`src/rtl/seq_gen_ctrl.sv`:
```
// ---------------------------------------------------------------------------
// SeqGenCtrl : serial test-pattern player for the 5-state sequence detector
//
// Purpose
//   Latches a parallel pattern, shifts it out MSB-first at BIT_DIV clocks per
//   bit, and counts rising edges of the detector's seq_jug flag. A
//   start/busy/done handshake reports completion. In loop mode the pattern is
//   reloaded at each pass end with no gap in the bit stream.
//
// Parameters
//   SEQ_LEN  pattern length in bits (2..32)
//   BIT_DIV  clk cycles per serial bit (>= 1)
//   CNT_W    hit counter width (saturating)
//
// Ports
//   clk       in   system clock
//   rst_n     in   asynchronous active-low reset
//   start     in   run request, honoured only in IDLE
//   stop      in   abort request, honoured in SHIFT and IDLE (wins over start)
//   loop_en   in   repeat the pattern, sampled at each pattern end
//   pattern   in   [SEQ_LEN] pattern, latched at start and at each reload
//   seq_jug   in   detector hit flag
//   seq_bit   out  serial bit to the detector
//   bit_stb   out  pulse on the first cycle of each new bit
//   busy      out  high while shifting
//   done      out  one-cycle pulse on normal completion
//   hit_cnt   out  [CNT_W] hits in the current/last run
//   state     out  [2] IDLE=00, SHIFT=01, DONE=10
//
// Optional feature
//   SEQ_GEN_CTRL_HIT_STOP_EN : when defined, the first hit seen while
//   shifting ends the run (DONE next cycle), even in loop mode.
//
// All outputs come straight from flops.
// ---------------------------------------------------------------------------
module seq_gen_ctrl #(
  parameter int SEQ_LEN = 16,
  parameter int BIT_DIV = 1,
  parameter int CNT_W   = 8
) (
  input  logic               clk,
  input  logic               rst_n,
  input  logic               start,
  input  logic               stop,
  input  logic               loop_en,
  input  logic [SEQ_LEN-1:0] pattern,
  input  logic               seq_jug,
  output logic               seq_bit,
  output logic               bit_stb,
  output logic               busy,
  output logic               done,
  output logic [CNT_W-1:0]   hit_cnt,
  output logic [1:0]         state
);

  localparam int DIV_W = $clog2(BIT_DIV + 1);
  localparam int IDX_W = (SEQ_LEN > 1) ? $clog2(SEQ_LEN) : 1;

  localparam logic [DIV_W-1:0] DIV_LAST = DIV_W'(BIT_DIV - 1);
  localparam logic [IDX_W-1:0] IDX_LAST = IDX_W'(SEQ_LEN - 1);
  localparam logic [CNT_W-1:0] HIT_MAX  = {CNT_W{1'b1}};

`ifdef SEQ_GEN_CTRL_HIT_STOP_EN
  localparam bit HIT_STOP_EN = 1'b1;
`else
  localparam bit HIT_STOP_EN = 1'b0;
`endif

  typedef enum logic [1:0] {
    IDLE  = 2'b00,
    SHIFT = 2'b01,
    DONE  = 2'b10
  } state_e;

  state_e             state_q, state_d;
  logic [SEQ_LEN-1:0] sr_q, sr_d;
  logic [IDX_W-1:0]   idx_q, idx_d;
  logic [DIV_W-1:0]   div_q, div_d;
  logic [CNT_W-1:0]   hit_q, hit_d;
  logic               seqBit_q, seqBit_d;
  logic               bitStb_q, bitStb_d;
  logic               busy_q, busy_d;
  logic               done_q, done_d;
  logic               jug_q;

  logic               hit;
  logic               countEn;
  logic               bitLast;
  logic               patLast;

  // A hit is a rising edge of seq_jug. Counting also runs in DONE so a hit
  // caused by the last bit (detector output lags one cycle) is not lost.
  always_comb begin
    hit     = seq_jug & ~jug_q;
    countEn = hit && (state_q == SHIFT || state_q == DONE) && (hit_q != HIT_MAX);
    bitLast = (div_q == DIV_LAST);
    patLast = (idx_q == IDX_LAST);
  end

  // Next-state and registered-output logic. Each output's next value is
  // computed here so that the flop holds exactly what the current cycle must
  // show; the bit that follows a shift is therefore sr_q[SEQ_LEN-2].
  always_comb begin
    state_d  = state_q;
    sr_d     = sr_q;
    idx_d    = idx_q;
    div_d    = div_q;
    hit_d    = countEn ? hit_q + CNT_W'(1) : hit_q;
    seqBit_d = 1'b0;
    bitStb_d = 1'b0;
    busy_d   = 1'b0;
    done_d   = 1'b0;

    case (state_q)
      IDLE: begin
        if (start && !stop) begin
          state_d  = SHIFT;
          sr_d     = pattern;
          idx_d    = '0;
          div_d    = '0;
          hit_d    = '0;
          seqBit_d = pattern[SEQ_LEN-1];
          bitStb_d = 1'b1;
          busy_d   = 1'b1;
        end
      end

      SHIFT: begin
        if (stop) begin
          state_d = IDLE;
        end else if (HIT_STOP_EN && hit) begin
          state_d = DONE;
          done_d  = 1'b1;
        end else if (!bitLast) begin
          div_d    = div_q + DIV_W'(1);
          seqBit_d = sr_q[SEQ_LEN-1];
          busy_d   = 1'b1;
        end else if (!patLast) begin
          div_d    = '0;
          sr_d     = {sr_q[SEQ_LEN-2:0], 1'b0};
          idx_d    = idx_q + IDX_W'(1);
          seqBit_d = sr_q[SEQ_LEN-2];
          bitStb_d = 1'b1;
          busy_d   = 1'b1;
        end else if (loop_en) begin
          // Reload in place so the next pass starts without a gap cycle.
          div_d    = '0;
          sr_d     = pattern;
          idx_d    = '0;
          seqBit_d = pattern[SEQ_LEN-1];
          bitStb_d = 1'b1;
          busy_d   = 1'b1;
        end else begin
          state_d = DONE;
          done_d  = 1'b1;
        end
      end

      DONE: begin
        state_d = IDLE;
      end

      default: begin
        state_d = IDLE;
      end
    endcase
  end

  // State and output registers.
  always_ff @(posedge clk or negedge rst_n) begin
    if (!rst_n) begin
      state_q  <= IDLE;
      sr_q     <= '0;
      idx_q    <= '0;
      div_q    <= '0;
      hit_q    <= '0;
      seqBit_q <= 1'b0;
      bitStb_q <= 1'b0;
      busy_q   <= 1'b0;
      done_q   <= 1'b0;
    end else begin
      state_q  <= state_d;
      sr_q     <= sr_d;
      idx_q    <= idx_d;
      div_q    <= div_d;
      hit_q    <= hit_d;
      seqBit_q <= seqBit_d;
      bitStb_q <= bitStb_d;
      busy_q   <= busy_d;
      done_q   <= done_d;
    end
  end

  // Edge-detect history of seq_jug, tracked in every state.
  always_ff @(posedge clk or negedge rst_n) begin
    if (!rst_n) begin
      jug_q <= 1'b0;
    end else begin
      jug_q <= seq_jug;
    end
  end

  assign seq_bit = seqBit_q;
  assign bit_stb = bitStb_q;
  assign busy    = busy_q;
  assign done    = done_q;
  assign hit_cnt = hit_q;
  assign state   = state_q;

endmodule

```
`config.mk`:
```
export PLATFORM = sky130hd
export DESIGN_NAME = seq_gen_ctrl
export DESIGN_NICKNAME = d
export VERILOG_FILES = /design/src/rtl/seq_gen_ctrl.sv
export SDC_FILE = /design/constraint.sdc
export NUM_CORES = 1
export LEC_CHECK = 0
export CELL_PAD_IN_SITES_DETAIL_PLACEMENT = 1
export CELL_PAD_IN_SITES_GLOBAL_PLACEMENT = 2
export CORE_MARGIN = 8
export CORE_UTILIZATION = 32
export CTS_CLUSTER_DIAMETER = 150
export DETAILED_ROUTE_END_ITERATION = 8
export PLACE_DENSITY_LB_ADDON = 0.25
export RECOVER_POWER = 100
export SLEW_MARGIN = 20
export SYNTH_ARGS = -nofsm -noshare
export SYNTH_HDL_FRONTEND = slang
export SYNTH_SLANG_ARGS = --single-unit
```
`constraint.sdc`:
```
create_clock -name clk -period 2.13 [get_ports clk]
set_input_delay 0.426 -clock clk [delete_from_list [all_inputs] [get_ports clk]]
set_output_delay 0.426 -clock clk [all_outputs]
set_load 0.05 [all_outputs]
```
==> flow_summary_export.csv, run 1 <==
group,metric,value,unit
global_routing,grtUsageMet1,0.137,
timing,hold_ws,0.477,ns
setup_path,critical_path_peak_fanout,8,
clocking,ctsResizeCount,0,
timing,setup_tns,0,ns
setup_path,path_cells,"clkdlybuf4s50_1",
outcome,outcome,"completed",
die,dieArea,8100,sq um
placement,place_ws,0.0544,ns
drt,drc,0,
timing,fin_ws,0.114,ns
timing,drv_slew,0,
global_routing,grt_first_pass_wirelength,7690,um
timing,finClkSkew,0.00870,ns
placement,place.gp.congestion,0.860,
synth,async_reset_ff_frac,1.00,
die,ioPinCount,36,
global_routing,top_usage_layer,"met2",
setup_path,critPathRequiredTime,1.70,ns
clocking,holdBufCountCts,0,
drt,wire_per_inst,15.9,um
clocking,cts_tree,"yes",
synth,synth_cell_type_count,41,
placement,post-dp-hpwl,3310,um
power_and_ir_drop,p_per_area,1100,nW/um^2
drt,wl,4410,um
global_routing,use_met3,0.0407,
power_and_ir_drop,p_leak,0.997,nW
min_path,holdPathStages,2,
setup_path,cp_num_buf_inv,1,
synth,yosysSeqAreaShare,0.471,
synth,synth_flop_cell,"dfrtp_1",
synth,netlist_area,1750,sq um
min_path,hold_class,"flop to flop",
global_routing,grt_use_met2,0.192,
drt,vias,1388,
clocking,cts_htree_levels,2,
die,dieWidth,90.0,um
drt,drtIter0Drc,29,
power_and_ir_drop,comb_power_share,0.380,
timing,finalSetupViolCount,0,
power_and_ir_drop,p_int,1.47,mW
global_routing,grt_start_max_net_pins,34,
setup_path,startpoint_type,"flop",
power_and_ir_drop,p_seq_frac,0.404,
clocking,cts-buffers-inserted,5,
synth,synthCells,167,
clocking,cts.sinks,33,
timing,final.period_utilization,0.946,
drt,drtPass1Iterations,3,
drt,drt.antenna.violating_nets,0,
finish,num-fill-cells,618,
setup_path,cpPeakStageDelay,0.85,ns
synth,yosysWarnings,0,
setup_path,reg2reg_setup_slack,0.22,ns
timing,relSlewSlack,0.449,
placement,place.port_buffers,35,
finish,final_nets,230,
power_and_ir_drop,pwr-share-clk,0.217,
power_and_ir_drop,p_switching,0.927,mW
die,fp-row-count,27,
clocking,path_clk_slew,0.07,ns
power_and_ir_drop,peakVddDrop,0.000462,V
clocking,clockBufferDepth,2,
finish,area_growth,24.2,%
synth,syn_nets,193,
synth,synth.largest_area_cell,"dfrtp_1",
timing,tightestPinTransition,0.827,ns
synth,synth_top_area_frac,0.471,
setup_path,endpoint_kind,"output port",
timing,hold_violations,0,
die,chipHeight,90.0,um
synth,netlist_top_cells_area,"dfrtp_1, mux2i_1, o21ai_2",
global_routing,grt_antenna_before_repair,0,
run,cap_violations,0,
finish,n_antenna_cell,0,
timing,rsz0062_at_grt,"no",
setup_path,crit_arrival,1.59,ns
clocking,cts_setup_buffers,0,
power_and_ir_drop,swShare,0.387,
timing,min_period,2.02,ns
global_routing,grt_pass1_vias,1591,
setup_path,critical-path-top-delay-family,"buffers and inverters",
die,core,5410,sq um
drt,routed_via_density,5.01,
global_routing,globalRoute.totalOverflow,0,
finish,final_util,0.403,
finish,drive_gt1_frac,0.0732,
die,start_util,0.324,
synth,synth-edff-count,0,
setup_path,cp.depth,1,
setup_path,r2r_cells,6,
clocking,clockRootBuffer,"clkbuf_8",
synth,synth_area_per_cell,10.5,sq um
global_routing,track_usage,0.115,
clocking,insertion_delay,0.28,ns
setup_path,slowest_stage,"clkdlybuf4s50_1",
synth,ys_seq_elements,33,
timing,fmax,0.496,GHz
setup_path,crit_type,"flop to output port",
[routing by layer]
metal,wire (um),vias to the layer above
met2,2080,32
met3,208,4
met5,0,-
met4,44,0
li1,-,662
met1,2070,690
[path summary, 6_finish.rpt]
kind / startpoint / to
hold reg to reg: sr_q[6] / sr_q[6]
hold / removal: sr_q[6] / sr_q[6]
setup / recovery: hit_cnt[3] / hit_cnt[3]
min in group asynchronous: rst_n / seq_bit
setup reg to reg: state[1] / sr_q[12]
max in group asynchronous: rst_n / sr_q[7]
[cell usage after synthesis (3+ instances only)]
cell / count
nor3_1: 6
a21oi_1: 4
or2_1: 3
nor2_1: 8
nand3_1: 7
nand2_1: 25
o21ai_2: 14
buf_6: 5
nand2b_1: 4
dfrtp_1: 33
mux2i_1: 16
o21ai_1: 3
o21ai_0: 6
inv_1: 3
ha_1: 4
[area by class of cell]
type                            instances  area [sq um]  share of cell area
Timing Repair Buffer                   38           370               0.170
Clock inverter                          1          5.00             0.00230
Tap cell                               72          90.1              0.0414
Inverter                                3          11.3             0.00517
Sequential cell                        33           826               0.379
Multi-Input combinational cell        123           778               0.357
Clock buffer                            7          96.3              0.0443
[metrics by stage]
stage	power (mW)	instance area [sq um]	instances
after floorplan	1.79	1750	167
after global placement	1.98	2140	269
after detailed placement	2.04	2140	269
after CTS	2.58	2240	277
after global routing	2.58	2180	277
final	2.40	2180	277
[tightest hold or removal path: stages, from the launching register on]
cell and delay (ns):
dfrtp_1 0.34, nand2_1 0.06, o21ai_2 0.05
[power groups by stage]
stage,clock (mW),sequential [mW],combinational (mW)
2_1_floorplan,0,1.07,0.713
3_3_place_gp,0,0.974,1.00
3_5_place_dp,0,0.985,1.05
4_1_cts,0.545,0.974,1.06
5_1_grt,0.568,0.996,1.02
6_report,0.520,0.968,0.911
[state kept, by name, summed over array words and instances, names as in the netlist]
name     cells
sr_q        15
hit_cnt      8
idx_q        4
state        2
bit_stb      1
done         1
jug_q        1
seq_bit      1
[kinds of logic after synthesis]
| logic type | count (synthesis) | synth area share |
|---|---|---|
| AO/OA/AOI/OAI | 37 | 0.154 |
| flip-flops | 33 | 0.471 |
| AND/OR/NAND/NOR | 65 | 0.201 |
| adder cells (fa/ha/maj) | 4 | 0.0286 |
| multiplexers | 16 | 0.0914 |
| buffers and inverters | 11 | 0.0492 |
| XOR/XNOR | 1 | 0.00500 |
[placed cells by master (no fill, tap or decap), types with 3 or more instances in the layout]
cell             instances
nand2_1                 25
dlygate4sd3_1           13
clkdlybuf4s50_1         22
nor2_1                   8
clkbuf_8                 7
a21oi_1                  4
ha_1                     4
nor3_1                   7
o21ai_0                 21
inv_1                    3
nand3_1                  7
nand2b_1                 4
dfrtp_1                 33
mux2i_1                 16
or2_0                    3
(Power assumes the default switching activity.)
==> run 2, diff against run 1 <==
--- a/config.mk
+++ b/config.mk
@@ -7,6 +7,7 @@
 export LEC_CHECK = 0
 export CELL_PAD_IN_SITES_DETAIL_PLACEMENT = 1
 export CELL_PAD_IN_SITES_GLOBAL_PLACEMENT = 2
+export CORE_ASPECT_RATIO = 1.1
 export CORE_MARGIN = 8
 export CORE_UTILIZATION = 32
 export CTS_CLUSTER_DIAMETER = 150
==> run 2 against run 1 <==
Sequential cell count is the same. Worst setup slack lost 0.0044 ns. Core utilization grew 1.2 points. Combinational power grew 0.7%. Clock power grew 17%. Critical path depth is the same. First-iteration DRC count shrank 24%. Via count shrank 2.6%. Register-to-register slack gained 0.06 ns. Maximum frequency shrank 0.22%. Highest routed layer unchanged. Total power grew 3.9%.
==> flow_summary_export.csv, run 2 (same netlist as run 1, synthesis figures left out) <==
group,metric,value,unit
setup_path,crit_type,"flop to output port",
finish,n_antenna_cell,0,
setup_path,reg2reg_from,"state[0]",
finish,final_nets,232,
power_and_ir_drop,pwr-share-clk,0.245,
drt,drtIter0Drc,22,
timing,drv_slew,0,
placement,place.gp.congestion,0.760,
drt,routed_via_density,4.79,
power_and_ir_drop,peakVddDrop,0.000425,V
global_routing,track_usage,0.112,
placement,place.port_buffers,35,
drt,drc,0,
power_and_ir_drop,p_int,1.57,mW
timing,tightestPinTransition,0.867,ns
timing,final.period_utilization,0.948,
min_path,holdPathStages,2,
finish,final_common_cell,"dfrtp_1",
timing,fin_ws,0.110,ns
finish,num-fill-cells,629,
placement,place_ws,0.0822,ns
power_and_ir_drop,p_per_area,1130,nW/um^2
drt,wire_per_inst,14.9,um
setup_path,slowest_stage,"dlygate4sd3_1",
finish,final_util,0.415,
min_path,worstHoldEndpoint,"sr_q[2]",
clocking,cts-buffers-inserted,5,
setup_path,r2r_cells,6,
die,ioPinCount,36,
setup_path,critical_path_peak_fanout,5,
power_and_ir_drop,p_seq_frac,0.387,
setup_path,critical-path-top-delay-family,"buffers and inverters",
global_routing,grt_start_max_net_pins,34,
clocking,cts_htree_levels,2,
run,cap_violations,0,
timing,min_period,2.02,ns
timing,relSlewSlack,0.422,
clocking,holdBufCountCts,0,
die,chipHeight,93.6,um
global_routing,grt_antenna_before_repair,0,
drt,vias,1352,
die,core,5330,sq um
global_routing,grt_pass1_vias,1548,
setup_path,critPathRequiredTime,1.70,ns
power_and_ir_drop,swShare,0.371,
finish,drive_gt1_frac,0.0773,
clocking,clockBufferDepth,2,
min_path,hold_class,"flop to flop",
die,fp-row-count,28,
setup_path,startpoint_type,"flop",
timing,finClkSkew,0.00764,ns
finish,largest_reg_flops,15,
die,dieWidth,86.6,um
setup_path,endpoint_kind,"output port",
timing,hold_violations,0,
timing,finalSetupViolCount,0,
setup_path,reg2reg_setup_slack,0.28,ns
die,dieArea,8110,sq um
drt,drt.antenna.violating_nets,0,
power_and_ir_drop,comb_power_share,0.368,
outcome,outcome,"completed",
clocking,insertion_delay,0.28,ns
timing,setup_tns,0,ns
finish,area_growth,26.1,%
clocking,path_clk_slew,0.07,ns
power_and_ir_drop,p_leak,1.01,nW
finish,layout_common_cells,"dfrtp_1, nand2_1, clkdlybuf4s50_1, o21ai_0, mux2i_1",
drt,wl,4200,um
clocking,cts_tree,"yes",
drt,drtPass1Iterations,4,
global_routing,grt_first_pass_wirelength,7180,um
min_path,hold_start,"sr_q[2]",
setup_path,timing.rr.end,"hit_cnt[3]",
finish,top_register,"sr_q",
clocking,cts_setup_buffers,0,
timing,fmax,0.495,GHz
setup_path,cp_num_buf_inv,1,
clocking,ctsResizeCount,0,
die,start_util,0.329,
setup_path,cpPeakStageDelay,0.90,ns
setup_path,crit_arrival,1.59,ns
setup_path,path_cells,"dlygate4sd3_1",
power_and_ir_drop,p_switching,0.924,mW
placement,post-dp-hpwl,3170,um
timing,rsz0062_at_grt,"no",
clocking,cts.sinks,33,
global_routing,globalRoute.totalOverflow,0,
clocking,clockRootBuffer,"clkbuf_8",
[run 2: worst max-delay path by stage]
stage / start / endpoint / cells after the start
after floorplan: state[1] / sr_q[1] / 9
after global placement: loop_en / sr_q[14] / 6
after detailed placement: loop_en / sr_q[3] / 6
after CTS: hit_cnt[3] / hit_cnt[3] / 1
after global routing: hit_cnt[4] / hit_cnt[4] / 1
final: hit_cnt[5] / hit_cnt[5] / 1
[run 2: final cells by class]
class | instances | area, sq um | area share
repair buffers | 40 | 382 | 0.173
clock inverters | 1 | 30.0 | 0.0136
well taps | 75 | 93.8 | 0.0424
inverters | 3 | 11.3 | 0.00509
multi-input cells | 123 | 782 | 0.354
clock buffers | 7 | 86.3 | 0.0390
flip-flops and latches | 33 | 826 | 0.374
[run 2: power groups by stage]
stage,clock (mW),sequential [mW],combinational [mW]
final,0.610,0.965,0.917
after global routing,0.652,0.994,1.02
after CTS,0.638,0.969,1.07
after detailed placement,0,0.980,1.06
after global placement,0,0.971,1.02
after floorplan,0,1.07,0.713
[run 2: stage by stage]
step	cells	cell area, sq um	power, mW	hold WS (ns)
4_1_cts	282	2280	2.68	0.487
2_1_floorplan	167	1750	1.79	0.130
6_report	282	2210	2.49	0.485
3_5_place_dp	274	2160	2.04	0.472
3_3_place_gp	274	2160	1.99	0.460
5_1_grt	282	2210	2.67	0.508
[run 2: routing by layer]
| metal | global-route usage | wire length [um] | share of wire | vias to the layer above |
|---|---|---|---|---|
| met2 | 0.199 | 2120 | 0.50 | 30 |
| met5 | 0 | 0 | 0 | - |
| li1 | - | - | - | 668 |
| met4 | 0.0445 | 68 | 0.016 | 0 |
| met3 | 0.0386 | 229 | 0.055 | 7 |
| met1 | 0.119 | 1780 | 0.42 | 647 |
==> run 3, diff against run 2 <==
--- a/config.mk
+++ b/config.mk
@@ -11,7 +11,9 @@
 export CORE_MARGIN = 8
 export CORE_UTILIZATION = 32
 export CTS_CLUSTER_DIAMETER = 150
+export CTS_CLUSTER_SIZE = 12
 export DETAILED_ROUTE_END_ITERATION = 8
+export GPL_TIMING_DRIVEN = 0
 export PLACE_DENSITY_LB_ADDON = 0.25
 export RECOVER_POWER = 100
 export SLEW_MARGIN = 20
==> run 3 against run 2 <==
Hold slack worse by 0.28 ns. Combinational power up 5.6%. Sequential share of layout area down 0.17 points. Core utilization up 0.19 points. Non-clock buffer count up 4. Global-route usage up 0.14 points. Design area up 0.45%. Die area unchanged. First-iteration DRC count rose to 2.7 times the previous value. Worst setup slack worse by 0.0069 ns. Clock-buffer cell count unchanged. Sequential cell count unchanged. Largest cell class unchanged. Largest power group is now combinational logic.
==> flow_summary_export.csv, run 3 (same netlist as run 1, synthesis figures left out) <==
group,metric,value,unit
outcome,outcome,"completed",
global_routing,grt_first_pass_wirelength,7370,um
drt,drtIter0Drc,59,
clocking,holdBufCountCts,0,
setup_path,crit_type,"flop to output port",
setup_path,reg2reg_from,"idx_q[0]",
clocking,path_clk_slew,0.07,ns
drt,drtPass1Iterations,4,
setup_path,endpoint_kind,"output port",
setup_path,timing.critical_path.from,"bit_stb",
min_path,hold_class,"input port to asynchronous set/reset pin",
timing,relSlewSlack,0.263,
timing,finClkSkew,0.00674,ns
clocking,cts-buffers-inserted,5,
timing,rsz0062_at_grt,"no",
timing,hold_violations,0,
timing,hold_ws,0.201,ns
finish,final_nets,236,
power_and_ir_drop,p_total,2.44,mW
die,ioPinCount,36,
placement,post-dp-hpwl,3320,um
clocking,cts.sinks,33,
timing,finalSetupViolCount,0,
setup_path,critPathRequiredTime,1.70,ns
setup_path,crit_arrival,1.60,ns
drt,wl,4270,um
finish,final_common_cell,"dfrtp_1",
die,core,5330,sq um
setup_path,startpoint_type,"flop",
power_and_ir_drop,p_leak,1.02,nW
placement,place.gp.congestion,0.743,
finish,area_growth,26.7,%
die,dieWidth,86.6,um
timing,min_period,2.03,ns
timing,setup_tns,0,ns
setup_path,path_cells,"buf_4 > dlygate4sd3_1",
finish,top_register,"sr_q",
die,chipHeight,93.6,um
global_routing,grt_start_max_net_pins,21,
clocking,cts_htree_levels,2,
setup_path,slowest_stage,"dlygate4sd3_1",
die,dieArea,8110,sq um
placement,place.port_buffers,35,
die,fp-row-count,28,
drt,routed_via_density,4.87,
die,start_util,0.329,
clocking,cts_tree,"yes",
timing,tightestPinTransition,1.11,ns
global_routing,grt_antenna_before_repair,0,
power_and_ir_drop,peakVddDrop,0.000502,V
setup_path,cp_num_buf_inv,2,
global_routing,globalRoute.totalOverflow,0,
finish,drive_gt1_frac,0.0900,
setup_path,critical_path_peak_fanout,2,
timing,final.period_utilization,0.952,
drt,drc,0,
timing,fmax,0.493,GHz
setup_path,critical-path-top-delay-family,"buffers and inverters",
drt,wire_per_inst,14.9,um
global_routing,grt_pass1_vias,1501,
finish,layout_common_cells,"dfrtp_1, nand2_1, o21ai_0, clkdlybuf4s50_1, mux2i_1",
clocking,insertion_delay,0.28,ns
power_and_ir_drop,p_per_area,1100,nW/um^2
run,cap_violations,0,
clocking,ctsResizeCount,0,
placement,place_ws,0.0626,ns
timing,drv_slew,0,
finish,largest_reg_flops,15,
drt,drt.antenna.violating_nets,0,
drt,vias,1394,
setup_path,cpPeakStageDelay,0.88,ns
clocking,clockBufferDepth,2,
clocking,cts_setup_buffers,0,
clocking,clockRootBuffer,"clkbuf_8",
global_routing,track_usage,0.114,
timing,fin_ws,0.103,ns
finish,n_antenna_cell,0,
-- run 3: cell count changes in the layout (fill, tap and decap cells not counted), sizes merged --
cell           before  now
buf                 2    4
clkinv              0    1
bufinv              1    0
clkbuf             10   13
clkdlybuf4s50      22   21
-- run 3: cell type report --
type	instances	area, sq um
repair buffers	36	348
multi-input cells	123	778
inverters	3	11.3
clock buffers	7	96.3
plain buffers	8	62.6
fillers	632	3100
well taps	75	93.8
flip-flops and latches	33	826
clock inverters	1	5.00
-- run 3: final timing paths --
| check | to | slack, ns | cells after the start |
|---|---|---|---|
| max in group asynchronous | seq_bit | 0.47 | 2 |
| worst max register to register | sr_q[8] | 0.20 | 7 |
| min in group clk | sr_q[6] | 0.48 | 2 |
| worst min-delay path | sr_q[1] | 0.20 | 1 |
| worst max-delay path | busy | 0.10 | 2 |
| worst min register to register | sr_q[6] | 0.48 | 2 |
-- run 3: stage by stage --
| stage | instances | util | cell area, sq um |
|---|---|---|---|
| floorplan | 167 | - | 1750 |
| global placement | 277 | 0.413 | 2200 |
| detailed placement | 278 | 0.417 | 2220 |
| CTS | 286 | 0.436 | 2320 |
| global route | 286 | 0.417 | 2220 |
| finish | 286 | 0.417 | 2220 |
-- run 3: power by group --
group	internal, mW	total (mW)	switching, mW
logic	0.402	0.968	0.566
registers	0.822	0.961	0.139
clock network	0.292	0.516	0.223
total	1.52	2.44	0.928
-- run 3: layer usage --
metal,share of wire,vias up,global-route usage,wire length (um)
met5,0,-,0,0
met4,0.0089,0,0.0302,38
met3,0.059,4,0.0386,250
met2,0.49,28,0.191,2110
met1,0.44,681,0.135,1870
li1,-,681,-,-
